<file path="config.mk">
export PLATFORM = sky130hd
export DESIGN_NAME = mem_port_arbiter_flat
export DESIGN_NICKNAME = d
export VERILOG_FILES = /design/src/rtl/mem_port_arbiter_pkg.sv /design/src/rtl/mem_port_arbiter_if.sv /design/src/rtl/mem_port_arbiter_starve_ctr.sv /design/src/rtl/mem_port_arbiter.sv /design/src/flat_wrapper.sv
export SDC_FILE = /design/constraint.sdc
export NUM_CORES = 1
export LEC_CHECK = 0
export ABC_AREA = 1
export BUFFER_PORTS_ARGS = -buffer_cell sky130_fd_sc_hd__buf_2
export CORE_AREA = 2 2 123 125
export CTS_CLUSTER_SIZE = 20
export DETAILED_ROUTE_END_ITERATION = 10
export DIE_AREA = 0 0 125 127
export GPL_ROUTABILITY_DRIVEN = 0
export PLACE_DENSITY = 0.53
export SYNTH_ARGS = -nofsm -noshare
export SYNTH_HDL_FRONTEND = slang
export SYNTH_HIERARCHICAL = 1
export SYNTH_SLANG_ARGS = --single-unit
</file>
<file path="constraint.sdc">
create_clock -name clk -period 1.62 [get_ports clk]
set_input_delay 0.081 -clock clk [delete_from_list [all_inputs] [get_ports clk]]
set_output_delay 0.081 -clock clk [all_outputs]
set_load 0.02 [all_outputs]
</file>
<file path="src/rtl/mem_port_arbiter_pkg.sv">
// Shared types and constants for the data/fetch RAM port arbiter.
// Port ids, fetch funct and the RAM command bundle.
package mem_port_arbiter_pkg;

  localparam int XLEN    = 32;
  localparam int FUNCT_W = 10;
  localparam int SCNT_W  = 4;

  localparam int unsigned STARVE_MAX_DEF = 3;

  localparam logic PORT_D = 1'b0;
  localparam logic PORT_I = 1'b1;

  // Existing LW encoding: funct7 = 0, funct3 = 3'b010.
  localparam logic [FUNCT_W-1:0] FUNCT_LW =
    10'b0000000_010;

  typedef logic [XLEN-1:0]    word_t;
  typedef logic [FUNCT_W-1:0] funct_t;

  typedef struct packed {
    logic   r_en;
    logic   w_en;
    funct_t funct;
    word_t  addr;
    word_t  wdata;
  } mem_cmd_t;

  function automatic mem_cmd_t cmd_idle();
    mem_cmd_t c;
    c = '0;
    return c;
  endfunction

  function automatic mem_cmd_t cmd_fetch(
    input word_t addr
  );
    mem_cmd_t c;
    c       = '0;
    c.r_en  = 1'b1;
    c.funct = FUNCT_LW;
    c.addr  = addr;
    return c;
  endfunction

  function automatic mem_cmd_t cmd_data(
    input logic   we,
    input funct_t funct,
    input word_t  addr,
    input word_t  wdata
  );
    mem_cmd_t c;
    c.r_en  = ~we;
    c.w_en  = we;
    c.funct = funct;
    c.addr  = addr;
    c.wdata = wdata;
    return c;
  endfunction

endpackage

</file>
<file path="src/rtl/mem_port_arbiter_if.sv">
// Bundle between the two requesting stages, the RAM and the arbiter.
// slave = arbiter side, master = stages/RAM side.
interface mem_port_arbiter_if;
  import mem_port_arbiter_pkg::*;

  logic   d_req;
  logic   d_we;
  funct_t d_funct;
  word_t  d_addr;
  word_t  d_wdata;
  logic   d_gnt;
  word_t  d_rdata;

  logic   i_req;
  word_t  i_addr;
  logic   i_gnt;
  word_t  i_rdata;

  logic   mem_r_en;
  logic   mem_w_en;
  funct_t mem_funct;
  word_t  mem_addr;
  word_t  mem_wdata;
  word_t  mem_rdata;

  modport slave (
    input  d_req,
    input  d_we,
    input  d_funct,
    input  d_addr,
    input  d_wdata,
    output d_gnt,
    output d_rdata,
    input  i_req,
    input  i_addr,
    output i_gnt,
    output i_rdata,
    output mem_r_en,
    output mem_w_en,
    output mem_funct,
    output mem_addr,
    output mem_wdata,
    input  mem_rdata
  );

  modport master (
    output d_req,
    output d_we,
    output d_funct,
    output d_addr,
    output d_wdata,
    input  d_gnt,
    input  d_rdata,
    output i_req,
    output i_addr,
    input  i_gnt,
    input  i_rdata,
    input  mem_r_en,
    input  mem_w_en,
    input  mem_funct,
    input  mem_addr,
    input  mem_wdata,
    output mem_rdata
  );

endinterface

</file>
<file path="src/rtl/mem_port_arbiter_starve_ctr.sv">
// Counts consecutive fetch losses; raises force_fetch once the
// count reaches STARVE_MAX so fetch wins the next conflict.
module arb_starve_ctr
  import mem_port_arbiter_pkg::*;
#(
  parameter int unsigned STARVE_MAX = STARVE_MAX_DEF
) (
  input  logic clk,
  input  logic rst,
  input  logic i_req,
  input  logic i_gnt,
  output logic force_fetch
);

  localparam logic [SCNT_W-1:0] MAX =
    SCNT_W'(STARVE_MAX);

  logic [SCNT_W-1:0] cnt;
  logic [SCNT_W-1:0] cnt_nxt;

  always_comb begin
    cnt_nxt = cnt;
    if (!i_req || i_gnt) begin
      cnt_nxt = '0;
    end else if (cnt != MAX) begin
      cnt_nxt = cnt + 1'b1;
    end
  end

  always_ff @(posedge clk) begin
    if (rst) begin
      cnt <= '0;
    end else begin
      cnt <= cnt_nxt;
    end
  end

  assign force_fetch = (cnt == MAX);

endmodule

</file>
<file path="src/rtl/mem_port_arbiter.sv">
// Arbitrates the single-ported data RAM between the memory-access
// stage (D) and instruction fetch (I); one grant per cycle.
module mem_port_arbiter
  import mem_port_arbiter_pkg::*;
#(
  parameter bit          RR_MODE    = 1'b0,
  parameter int unsigned STARVE_MAX = STARVE_MAX_DEF,
  parameter int unsigned CNT_W      = 32
) (
  input  logic              clk,
  input  logic              rst,
  mem_port_arbiter_if.slave bus,
  output logic [CNT_W-1:0]  conflict_cnt
);

  logic     conflict;
  logic     force_fetch;
  logic     fetch_wins;
  logic     last_win;
  logic     go_d;
  logic     go_i;
  mem_cmd_t cmd;

  assign conflict = bus.d_req & bus.i_req;

  // Mode 1 hands the conflict to whoever did not win the last one.
  assign fetch_wins = RR_MODE ? (last_win == PORT_D)
                              : force_fetch;

  always_comb begin
    go_d = 1'b0;
    go_i = 1'b0;
    if (!rst) begin
      go_d = bus.d_req & ~(bus.i_req & fetch_wins);
      go_i = bus.i_req & ~(bus.d_req & ~fetch_wins);
    end
  end

  always_comb begin
    cmd = cmd_idle();
    unique case (1'b1)
      go_i:    cmd = cmd_fetch(bus.i_addr);
      go_d:    cmd = cmd_data(bus.d_we, bus.d_funct,
                              bus.d_addr, bus.d_wdata);
      default: ;
    endcase
  end

  assign bus.d_gnt     = go_d;
  assign bus.i_gnt     = go_i;
  assign bus.mem_r_en  = cmd.r_en;
  assign bus.mem_w_en  = cmd.w_en;
  assign bus.mem_funct = cmd.funct;
  assign bus.mem_addr  = cmd.addr;
  assign bus.mem_wdata = cmd.wdata;
  assign bus.d_rdata   = go_d ? bus.mem_rdata : '0;
  assign bus.i_rdata   = go_i ? bus.mem_rdata : '0;

  arb_starve_ctr #(
    .STARVE_MAX (STARVE_MAX)
  ) u_starve (
    .clk         (clk),
    .rst         (rst),
    .i_req       (bus.i_req),
    .i_gnt       (go_i),
    .force_fetch (force_fetch)
  );

  always_ff @(posedge clk) begin
    if (rst) begin
      last_win     <= PORT_D;
      conflict_cnt <= '0;
    end else if (conflict) begin
      last_win     <= go_i ? PORT_I : PORT_D;
      conflict_cnt <= conflict_cnt + CNT_W'(1);
    end
  end

endmodule

</file>
<file path="src/flat_wrapper.sv">
// flat-port wrapper written by rule: the top's interface ports become plain ports
module mem_port_arbiter_flat import mem_port_arbiter_pkg::*;
#(
  parameter bit          RR_MODE    = 1'b0,
  parameter int unsigned STARVE_MAX = STARVE_MAX_DEF,
  parameter int unsigned CNT_W      = 32
)
  (clk, rst, conflict_cnt, bus_d_req, bus_d_we, bus_d_funct, bus_d_addr, bus_d_wdata, bus_d_gnt, bus_d_rdata, bus_i_req, bus_i_addr, bus_i_gnt, bus_i_rdata, bus_mem_r_en, bus_mem_w_en, bus_mem_funct, bus_mem_addr, bus_mem_wdata, bus_mem_rdata);
  mem_port_arbiter_if bus_i ();
  input  logic clk;
  input  logic rst;
  output logic [CNT_W-1:0] conflict_cnt;
  input wire logic [$bits(bus_i.d_req)-1:0] bus_d_req;
  input wire logic [$bits(bus_i.d_we)-1:0] bus_d_we;
  input wire logic [$bits(bus_i.d_funct)-1:0] bus_d_funct;
  input wire logic [$bits(bus_i.d_addr)-1:0] bus_d_addr;
  input wire logic [$bits(bus_i.d_wdata)-1:0] bus_d_wdata;
  output wire logic [$bits(bus_i.d_gnt)-1:0] bus_d_gnt;
  output wire logic [$bits(bus_i.d_rdata)-1:0] bus_d_rdata;
  input wire logic [$bits(bus_i.i_req)-1:0] bus_i_req;
  input wire logic [$bits(bus_i.i_addr)-1:0] bus_i_addr;
  output wire logic [$bits(bus_i.i_gnt)-1:0] bus_i_gnt;
  output wire logic [$bits(bus_i.i_rdata)-1:0] bus_i_rdata;
  output wire logic [$bits(bus_i.mem_r_en)-1:0] bus_mem_r_en;
  output wire logic [$bits(bus_i.mem_w_en)-1:0] bus_mem_w_en;
  output wire logic [$bits(bus_i.mem_funct)-1:0] bus_mem_funct;
  output wire logic [$bits(bus_i.mem_addr)-1:0] bus_mem_addr;
  output wire logic [$bits(bus_i.mem_wdata)-1:0] bus_mem_wdata;
  input wire logic [$bits(bus_i.mem_rdata)-1:0] bus_mem_rdata;
  assign bus_i.d_req = bus_d_req;
  assign bus_i.d_we = bus_d_we;
  assign bus_i.d_funct = bus_d_funct;
  assign bus_i.d_addr = bus_d_addr;
  assign bus_i.d_wdata = bus_d_wdata;
  assign bus_d_gnt = bus_i.d_gnt;
  assign bus_d_rdata = bus_i.d_rdata;
  assign bus_i.i_req = bus_i_req;
  assign bus_i.i_addr = bus_i_addr;
  assign bus_i_gnt = bus_i.i_gnt;
  assign bus_i_rdata = bus_i.i_rdata;
  assign bus_mem_r_en = bus_i.mem_r_en;
  assign bus_mem_w_en = bus_i.mem_w_en;
  assign bus_mem_funct = bus_i.mem_funct;
  assign bus_mem_addr = bus_i.mem_addr;
  assign bus_mem_wdata = bus_i.mem_wdata;
  assign bus_i.mem_rdata = bus_mem_rdata;
  mem_port_arbiter #(.RR_MODE(RR_MODE), .STARVE_MAX(STARVE_MAX), .CNT_W(CNT_W)) u_core (.clk(clk), .rst(rst), .bus(bus_i), .conflict_cnt(conflict_cnt));
endmodule
</file>
Word level (Yosys, flattened, before mapping). Cells that the tools add are included. Widths: inputs -> output; s select.

Memories: 0. Register bits: 36. Logic and storage cells: 23. Input port bits: 143. Output and inout port bits: 174. Bits in latches: 0. Memory bits (read-only): 0. Memory bits (writable): 0.

Divide/modulo/power cells: 0. Reduce and logical (&&, ||, !) cells: 3. Shift-type cells: 0. Add/subtract/negate cells: 2. Multiplexer cells: 5. $lt $le $gt $ge: 0. Equal/unequal tests: 2. Bitwise logic cells: 9. $mul: 0.

Operators with widths (count): $pmux 76 s2 (1); $mux 32 (2); $add 32x1->32 const B (1); $and 1x1->1 (5); $add 4x1->4 const B (1); $eq 4x2->1 const B (1); $ne 4x2->1 const B (1); $not 1->1 (4); $mux 1 (2); $reduce_or 2->1 (1); $logic_not 1->1 (1); $logic_or 1x1->1 (1).

Logic depth before layout (Yosys ltp).
Depth in word-level cells: 8. Gate-level depth with buffers: 9. Depth with buffers taken out: 9.

By module. The synthesis kept the hierarchy.

By module, submodules not included: mem_port_arbiter (seq. area each 640.6 um2, area an instance 2805.2 um2, cells an instance 502, instances 1); arb_starve_ctr (seq. area each 80.1 um2, area an instance 214.0 um2, cells an instance 31, instances 1).

Worst setup path after synthesis. OpenSTA, ideal clock, no wires.

Path type: register to output. Start point: register u_core.u_starve.cnt[0]. End point: output bus_i_rdata[22]. Stages on the path, launching flop included: 9. Path slack: -57 ps. Arrival time: 1596 ps. Required time: 1539 ps. Path through: dfxtp_1 ha_1 nand2_1 inv_1 nor2_1 nor3_4 inv_2 clkbuf_1 nor2_1.

Longest elaborated chain between the ends: 7.

Ends and longest elaborated chain: from (decl) (RTL line mem_port_arbiter_starve_ctr.sv:18) `logic [SCNT_W-1:0] cnt;`; from (signal assigned) (RTL line mem_port_arbiter_starve_ctr.sv:34) `cnt <= cnt_nxt;`; $eq 4x2->1 (RTL line mem_port_arbiter_starve_ctr.sv:38) `assign force_fetch = (cnt == MAX);`; via u_core.fetch_wins (RTL line mem_port_arbiter.sv:18) `logic fetch_wins;`; $not 1->1 (RTL line mem_port_arbiter.sv:35) `go_i = bus.i_req & ~(bus.d_req & ~fetch_wins);`; $and 1x1->1 (RTL line mem_port_arbiter.sv:35); $not 1->1 (RTL line mem_port_arbiter.sv:35); $and 1x1->1 (RTL line mem_port_arbiter.sv:35); $mux 1 (RTL line mem_port_arbiter.sv:33) `if (!rst) begin`; $mux 32 (RTL line mem_port_arbiter.sv:57) `assign bus.i_rdata = go_i ? bus.mem_rdata : '0;`; to (decl) (RTL line flat_wrapper.sv:23) `output wire logic [$bits(bus_i.i_rdata)-1:0] bus_i_rdata;`.

The timed path passes the listed nets, and every way through them passes these cells.

Worst setup path in the final report. Ends and elaborated chain as after synthesis.

==> flow_metrics.env <==
export IMPL_synthToLayoutAreaGrowth_pct=137.8
export IMPL_drv_slew=0
export IMPL_final_setup_worst_slack_ns=-0.3390
export IMPL_cts_hold_buf=0
export IMPL_cts_root_buf="clkbuf_16"
export IMPL_antenna_found_initial=3
export IMPL_fin_util=0.4977
export IMPL_crit_fanout=12
export IMPL_violations="negative setup slack"
export IMPL_synth_top_area_frac=0.2387
export IMPL_critPathCapture="bus_i_rdata[22]"
export IMPL_dp_slack_ns=-0.05195
export IMPL_vias=4842
export IMPL_timing_fmax_mhz=510.5
export IMPL_comb_power_share=0.433
export IMPL_synthMuxAreaShare=0
export IMPL_r2r_start="u_core/conflict_cnt[1]"
export IMPL_start_kind="flip-flop"
export IMPL_yosysMostFrequentCell="nor2_1"
export IMPL_grt_pass1_vias=4441
export IMPL_cts_buffers_inserted=5
export IMPL_endpoint_kind="primary output"
export IMPL_cp_arrival_ns=1.88
export IMPL_vias_per_cell=4.513
export IMPL_synth_edff_count=0
export IMPL_power_density_mw_per_mm2=461.3
export IMPL_dpl_hpwl_um=16500
export IMPL_synthTopCellsByCount="nor2_1, inv_1, nand2_1, dfxtp_1, a22o_1"
export IMPL_synth_area_leaders="dfxtp_1, nor2_1, inv_1, nand2_1, a22o_1"
export IMPL_rsz0062_at_grt="yes"
export IMPL_worstPathCellList="ha_4 -> nand2_4 -> inv_4 -> nor2_4 -> nor3_4 -> buf_12 -> inv_8 -> buf_16 -> nor2_1 -> buf_4"
export IMPL_p_seq_frac=0.271
export IMPL_post_drt_wl_per_cell_um=20.28
export IMPL_synth_area_leader_cell="dfxtp_1"
export IMPL_synthSimpleGateAreaFrac=0.4123
export IMPL_r2r_end="u_core/conflict_cnt[24]"
export IMPL_syn_area_mm2=0.003019
export IMPL_ys_seq_elements=36
export IMPL_std_cell_rows=44
export IMPL_die_y_um=127
export IMPL_switching_share=0.3504
export IMPL_fillers=1429
export IMPL_ff2ff_path_depth=8
export IMPL_grt_pass1_wl_um=27920
export IMPL_internal_power_w=0.002152
export IMPL_numClockSinks=36
export IMPL_design_area_mm2=0.007179
export IMPL_cts_path_max_buffers=2
export IMPL_fin_crit_sh=1.209
export IMPL_critical_path_class="flip-flop to primary output"
export IMPL_ys_seq_area_frac=0.2387
export IMPL_finalCriticalPeriod_ns=1.959
export IMPL_start_util=0.2093
export IMPL_finalHoldViolations=0
export IMPL_crit_start="u_core/u_starve/cnt[0]"
export IMPL_pwr_share_clk=0.296
export IMPL_syn_area_per_cell_um2=5.664
export IMPL_clk_pin_slew_ns=0.06
export IMPL_drt_iter0_drc=344
export IMPL_hold_path_class="input port to flip-flop"
export IMPL_slew_headroom=0.7605
export IMPL_postSynthCellCount=533
export IMPL_portBuffers=316
export IMPL_post_dp_cell_area_mm2=0.005011
export IMPL_required_ns=1.54
export IMPL_finalSetupViolCount=141
export IMPL_synth_compound_area_frac=0.1488
export IMPL_grt_remaining_overflow=0
export IMPL_dieArea_mm2=0.01588
export IMPL_drive_gt1_frac=0.5782
export IMPL_regToRegSetupSlack_ns=0.10
export IMPL_die_w_um=125
export IMPL_p_leak_nw=3.632
export IMPL_yosys_warnings=6
export IMPL_antennaDiodeCount=0
export IMPL_grt_max_degree=27
export IMPL_netlist_cell_type_count=29
export IMPL_drv_cap=0
export IMPL_tightest_slew_ns=0.3580
export IMPL_status="complete, but fails checks"
export IMPL_crit_slowest_cell="dfxtp_2"
export IMPL_synth_adder_area_share=0.008288
export IMPL_synth_ff_type="dfxtp_1"
export IMPL_core_mm2=0.01442
export IMPL_p_switching_w=0.001161
export IMPL_ioPinCount=317
export IMPL_synth_top_family_by_area="simple AND/OR/NAND/NOR gates"
export IMPL_htree_levels=2
export IMPL_nNetsFinal=1033
export IMPL_routed_wl_um=21760
export IMPL_critPathMaxStageDelay_ns=0.35
export IMPL_synth_xor_area_frac=0.01160
export IMPL_cts_tree="built"
export IMPL_track_usage=0.2339
export IMPL_clk_latency_ns=0.28
export IMPL_ir_worst_vdd_v=0.0003573
export IMPL_ant_nets=0
export IMPL_syn_nets=678
export IMPL_fin_worst_skew_ns=0.008594
export IMPL_drt_first_pass_iters=5
export IMPL_async_reset_ff_frac=0
export IMPL_drc=0
timing repair:
item,in CTS,in global routing
endpoints found under the setup margin,142,149
setup buffers,8,7
pin swaps,4,7
resized for setup,266,238
endpoints found under the hold margin,0,0
cloned,3,9
area by class of cell:
type / count / area (um^2) / share of cell area
Timing Repair Buffer: 367 / 3082 / 0.4292
Multi-Input combinational cell: 358 / 2524 / 0.3515
Sequential cell: 36 / 724.4 / 0.1009
Inverter: 119 / 464.2 / 0.06466
Tap cell: 184 / 230.2 / 0.03207
Clock buffer: 6 / 138.9 / 0.01934
Clock inverter: 2 / 10.01 / 0.001394
Timing Repair inverter: 1 / 6.256 / 0.0008714
per-stage QoR:
| stage | TNS [ns] | hold WS (ns) | cells | power [W] |
|---|---|---|---|---|
| 6_report | -26.46 | 0.2020 | 1073 | 0.003312 |
| 5_1_grt | -37.24 | 0.2152 | 1073 | 0.003448 |
| 4_1_cts | -27.85 | 0.1724 | 1059 | 0.003063 |
| 3_5_place_dp | -0.8437 | 0.4762 | 1040 | 0.001835 |
| 3_3_place_gp | 0 | 0.4707 | 1040 | 0.001837 |
| 2_1_floorplan | -2.091 | 0.2267 | 533 | 0.001358 |
layer usage:
| layer | wire, um | share of wire | track usage |
|---|---|---|---|
| met5 | 34 | 0.0016 | 0 |
| met4 | 509 | 0.023 | 0.04444 |
| met3 | 2315 | 0.11 | 0.1051 |
| met2 | 10070 | 0.46 | 0.3657 |
| met1 | 8828 | 0.41 | 0.3006 |
power groups by stage:
| stage | combinational (W) | sequential [W] | clock [W] |
|---|---|---|---|
| final | 0.00143 | 0.000897 | 0.000981 |
| after global routing | 0.00150 | 0.000898 | 0.00105 |
| after CTS | 0.00115 | 0.000897 | 0.00101 |
| after detailed placement | 0.000919 | 0.000915 | 0 |
| after global placement | 0.000922 | 0.000915 | 0 |
| after floorplan | 0.000436 | 0.000922 | 0 |
critical path, delay by kind of cell, from the launching register on:
kind / cells / cell delay [ns]
flops: 1 / 0.35
buf+inv: 5 / 0.63
simple gates: 4 / 0.44
fa+ha+maj: 1 / 0.15
logic make-up (layout without fill, tap and decap cells):
| kind of cell | after synthesis | after routing |
|---|---|---|
| and+or+nand+nor | 288 | 288 |
| buffers and inverters | 139 | 495 |
| AOI/OAI and AO/OA | 64 | 64 |
| DFF | 36 | 36 |
| xor gates and xnor gates | 4 | 4 |
| adders and majority gates | 2 | 2 |
how the worst min path moves through the flow:
| stage | slack, ns | end | cells past startpoint | startpoint |
|---|---|---|---|---|
| after global placement | 0.47 | bus_mem_wdata[13] | 4 | bus_d_wdata[13] |
| after CTS | 0.17 | u_core/u_starve/cnt[1] | 5 | bus_i_req |
| after detailed placement | 0.48 | u_core/u_starve/cnt[2] | 5 | bus_i_req |
| after global routing | 0.22 | u_core/u_starve/cnt[1] | 5 | bus_i_req |
| final | 0.20 | u_core/u_starve/cnt[1] | 5 | bus_i_req |
| after floorplan | 0.23 | u_core/u_starve/cnt[3] | 3 | rst |
placed cells by master (no fill, tap or decap), types with 16 or more instances in the layout:
cell | netlist | layout
nor2_2 | 4 | 25
dfxtp_1 | 36 | 33
buf_2 | 12 | 175
nand2_1 | 75 | 73
inv_1 | 115 | 114
a22o_1 | 32 | 28
nand3_1 | 17 | 16
nor2_1 | 167 | 62
buf_6 | 0 | 129
a21oi_1 | 17 | 17
nor2_4 | 5 | 89
buf_4 | 2 | 44
flip-flops by register name (all words and copies together) (netlist names):
register,cells
u_core/conflict_cnt,32
u_core/u_starve/cnt,4
Power figures use the tool's default switching activity.
